**config.mk**
```make
export PLATFORM = sky130hd
export DESIGN_NAME = fetch_splitter
export DESIGN_NICKNAME = d
export VERILOG_FILES = /design/src/rtl/fetch_splitter.sv
export SDC_FILE = /design/constraint.sdc
export NUM_CORES = 1
export LEC_CHECK = 0
export CORE_MARGIN = 2
export CORE_UTILIZATION = 49
export CTS_BUF_LIST = sky130_fd_sc_hd__clkbuf_4
export CTS_CLUSTER_DIAMETER = 30
export DETAILED_ROUTE_END_ITERATION = 6
export PLACE_DENSITY = 0.84
export SYNTH_ARGS = -nofsm -noshare
export SYNTH_HDL_FRONTEND = slang
export SYNTH_SLANG_ARGS = --single-unit
```
**constraint.sdc**
```tcl
create_clock -name clk -period 4.55 [get_ports clk]
set_input_delay 0.91 -clock clk [delete_from_list [all_inputs] [get_ports clk]]
set_output_delay 0.91 -clock clk [all_outputs]
set_load 0.05 [all_outputs]
```
**src/rtl/fetch_splitter.sv**
```systemverilog
// rtl/fetch_splitter.sv - splits 2-slot fetch packets into single-instruction FIFO entries
module fetch_splitter #(
  parameter int PC_W    = 32,
  parameter int ENTRY_W = 3*PC_W+1
) (
  input  logic               clk,
  input  logic               rst,
  input  logic               flush,
  input  logic               in_valid,
  output logic               in_ready,
  input  logic [PC_W-1:0]    in_pc,
  input  logic [PC_W-1:0]    in_inst0,
  input  logic [PC_W-1:0]    in_inst1,
  input  logic [1:0]         in_mask,
  input  logic               in_pred_taken,
  input  logic               in_pred_slot,
  input  logic [PC_W-1:0]    in_pred_target,
  input  logic               fifo_full,
  input  logic               fifo_stall,
  output logic               push_en,
  output logic [ENTRY_W-1:0] push_data,
  output logic               busy
);

  typedef enum logic [1:0] {IDLE, EMIT0, EMIT1} state_t;

  state_t            state_q, state_d;
  logic [PC_W-1:0]   pc_q, inst0_q, inst1_q, target_q;
  logic [1:0]        emask_q;
  logic              ptaken_q, pslot_q;

  logic [1:0]        cap_emask;
  logic              cap_ptaken;
  logic              emitting, last_fire, accept, slot;
  logic [PC_W-1:0]   entry_pc, entry_inst, entry_target;
  logic              entry_taken;

  // A taken branch in slot 0 kills slot 1; a prediction on a masked-off slot 1 is meaningless.
  always_comb begin
    cap_emask  = in_mask;
    cap_ptaken = in_pred_taken;
    if (in_pred_taken && !in_pred_slot)
      cap_emask[1] = 1'b0;
    if (in_pred_taken && in_pred_slot && !in_mask[1])
      cap_ptaken = 1'b0;
  end

  assign emitting  = (state_q == EMIT0) || (state_q == EMIT1);
  assign push_en   = emitting && !fifo_full && !flush;
  assign last_fire = push_en && ((state_q == EMIT1) || !emask_q[1]);
  assign in_ready  = !flush && !fifo_stall && ((state_q == IDLE) || last_fire);
  assign accept    = in_valid && in_ready;
  assign busy      = (state_q != IDLE);

  assign slot         = (state_q == EMIT1);
  assign entry_pc     = slot ? pc_q + PC_W'(4) : pc_q;
  assign entry_inst   = slot ? inst1_q : inst0_q;
  assign entry_taken  = ptaken_q && (pslot_q == slot);
  assign entry_target = entry_taken ? target_q : entry_pc + PC_W'(4);
  assign push_data    = push_en ? {entry_pc, entry_inst, entry_target, entry_taken}
                                : '0;

  always_comb begin
    state_d = state_q;
    if (flush) begin
      state_d = IDLE;
    end else if (accept) begin
      if (cap_emask[0])
        state_d = EMIT0;
      else if (cap_emask[1])
        state_d = EMIT1;
      else
        state_d = IDLE;
    end else if (push_en) begin
      if (state_q == EMIT0 && emask_q[1])
        state_d = EMIT1;
      else
        state_d = IDLE;
    end
  end

  always_ff @(posedge clk or negedge rst) begin
    if (!rst) begin
      state_q  <= IDLE;
      pc_q     <= '0;
      inst0_q  <= '0;
      inst1_q  <= '0;
      target_q <= '0;
      emask_q  <= '0;
      ptaken_q <= 1'b0;
      pslot_q  <= 1'b0;
    end else begin
      state_q <= state_d;
      if (accept) begin
        pc_q     <= in_pc;
        inst0_q  <= in_inst0;
        inst1_q  <= in_inst1;
        target_q <= in_pred_target;
        emask_q  <= cap_emask;
        ptaken_q <= cap_ptaken;
        pslot_q  <= in_pred_slot;
      end
    end
  end

endmodule

```
==> out/metrics.yaml <==
yosys:
  synth_seq_area_share_pct: 44.19
  synth-seq-cells: 133
  syn_avg_cell_area_sq_um: 10.48
  async_flop_share_pct: 100.0
  ys_types: 57
  synthCells: 719
  synth_fp_nets: 862
  synthFlopType: "dfrtp_1"
  syn_area_sq_mm: 0.007532
  yosys-top-cells-area: "dfrtp_1 44%, mux2_2 19%, mux2i_1 4.5%"
  yosys_warnings: 0
  synth_top_area_cell: "dfrtp_1"
  synth_edf_count: 0
  synth_top_area_share_pct: 44.19
grt:
  grt_pass1_wl_mm: 33.10
  grt_start_max_net_pins: 138
  grt_overflow_total: 0
  antenna_found_initial: 0
  grt_usage_pct: 25.93
  grt_pass1_vias: 6441
placement:
  gp_congestion: 0.9265
  portBuffers: 237
  dp_hpwl_mm: 15.33
route:
  drc: 0
  drtIter0Drc: 363
  wl_met3_mm: 1.617
  wl_per_cell_um: 18.20
  vias: 6436
  wl_met2_mm: 10.34
  topRoutingLayerUsed: "met4"
  wl_met1_mm: 8.673
  routed_wirelength_mm: 21.13
  drtPass1Iterations: 5
  ant_nets: 0
  post_drt_via_cell_ratio: 5.543
setup_path:
  r2r-end: "target_q[15]"
  crit_path_max_incr_delay_ns: 0.45
  cp_max_fo: 7
  worstPathCellList: "ha_1, nand4_4, nor3_4, nand3_1, or3b_1, a311o_1, o31a_1, o31ai_4, buf_12"
  cp_data_required_time_ns: 3.64
  r2r-start: "state_q[1]"
  r2r_cells: 8
  crit_slowest_cell: "dfrtp_2"
  start_kind: "flop"
  r2r_slack_ns: 1.90
  critPathKind: "flop to output pin"
  arrival_ns: 3.52
  critPathTopFamily: "simple AND/OR/NAND/NOR gates"
  worst-path-buf-inv: 1
  end_kind: "output pin"
hold_path:
  hold_path.class: "input pin to async pin"
run:
  maxCapViolCount: 0
sta:
  slew_headroom_pct: 42.55
  setup_viol: 0
  rsz0062_at_grt: "yes"
  final-max-slew-violation-count: 0
  clock_skew_ns: 0.02001
  hold_viol: 0
  whs_ns: 0.3722
  worst_pin_slew_ns: 0.8617
  min_period_ns: 4.434
  fmax_ghz: 0.2255
  post-route-period-util_pct: 97.44
die:
  die_area_sq_mm: 0.01638
  die_height_um: 128.0
  core.rowCount: 45
  start_util_pct: 49.92
  die_w_um: 128.0
  core_area_sq_mm: 0.01509
  ios: 238
cts:
  clk_latency_ns: 0.56
  cts_buffers: 17
  htreeDepth: 4
  clock_path_buffers: 2
  cts.sinks: 133
  cts_tree: "done"
  clk_pin_slew_ns: 0.14
  hold_buffers: 0
  cts-root-buf: "clkbuf_4"
finish:
  n_antenna_cell: 0
  area_growth_pct: 44.04
  final_common_cell: "clkdlybuf4s50_1"
  nets: 1103
  fillCellCount: 1093
  drive_above_1_share_pct: 28.16
  most-common-layout-cells: "187 x clkdlybuf4s50_1, 131 x dfrtp_1, 129 x mux2_2"
  utilization_pct: 71.90
power:
  p_per_area_mw_per_mm2: 325.2
  p_total_w: 0.003528
  ir_drop_mv: 0.3559
  leakage_nw: 4.352
status:
  status: "finished clean"
## power by group
| part | total (W) | switching [W] | internal (W) |
|---|---|---|---|
| Clock | 0.000825 | 0.000479 | 0.000346 |
| Sequential | 0.00167 | 0.000227 | 0.00145 |
| Combinational | 0.00103 | 0.000493 | 0.000535 |
| Total | 0.00353 | 0.00120 | 0.00233 |
## flip-flops by register name, indices dropped and copies added (netlist names)
register	flops
emask_q	1
inst0_q	32
inst1_q	32
pc_q	32
pslot_q	1
ptaken_q	1
state_q	2
target_q	32
## synthesized netlist by cell type, types with 3 or more instances
master and instances:
xnor2_1 34, and2_1 6, nor3_1 11, nand3_1 16, and3_1 4, buf_4 3
a21oi_1 19, nand2_1 72, inv_1 11, mux2_2 129, nor2_1 82, ha_1 5
a211oi_1 3, nor3b_1 4, xor2_1 20, nand4b_1 4, buf_1 5, o31ai_1 5
nand2b_1 3, nand4_2 3, nor4_1 5, clkbuf_1 26, or3_1 6, mux2i_1 34
o21ai_0 23, and2_2 3, buf_2 4, nand4_1 11, dfrtp_1 133
## stage by stage
stage / setup WS (ns) / setup TNS, ns / instances / instance area [sq um]
after CTS: -0.01182 / -0.01652 / 1149 / 10650
after detailed placement: 0.4213 / 0 / 1117 / 10320
after global routing: -0.08071 / -0.3752 / 1161 / 10850
after global placement: 0.4759 / 0 / 1117 / 10320
after floorplan: 0.1117 / 0 / 719 / 7542
final: 0.1163 / 0 / 1161 / 10850
## cell type report
class	count	area [sq um]	area share [%]
multi-input combinational	535	4140	38.16
sequential	133	3331	30.70
timing repair buffer	262	2810	25.90
tap	188	235.2	2.168
clock inverter	13	148.9	1.372
clock buffer	19	142.6	1.315
inverter	11	41.29	0.3806
## kinds of logic after synthesis
family / count (synthesis) / synth area share, %
fa+ha+maj: 5 / 0.8306
xor+xnor: 54 / 6.279
mux: 163 / 23.80
simple gates: 247 / 16.61
compound gates: 66 / 5.299
buf+inv: 51 / 2.990
flops: 133 / 44.19
## per-layer routing
metal | GRT usage (%) | vias up
met5 | 0 | -
met4 | 7.822 | 0
met3 | 8.264 | 38
met2 | 43.63 | 272
met1 | 32.01 | 3143
li1 | - | 2983
## what timing repair did
item	in CTS	in global routing
setup buffers	0	12
gates resized for setup	7	22
setup endpoints to repair	15	20
pin swaps	2	8
## how the worst max path moves through the flow
stage | start | slack [ns] | cells past startpoint | to
5_1_grt | state_q[0] | -0.08 | 10 | push_data[31]
3_5_place_dp | state_q[0] | 0.42 | 10 | push_data[29]
4_1_cts | state_q[0] | -0.01 | 10 | push_data[29]
2_1_floorplan | state_q[0] | 0.11 | 13 | push_data[23]
3_3_place_gp | state_q[0] | 0.48 | 10 | push_data[29]
6_report | pc_q[3] | 0.12 | 9 | push_data[31]
Note: power is estimated with default switching activity, not from simulation.
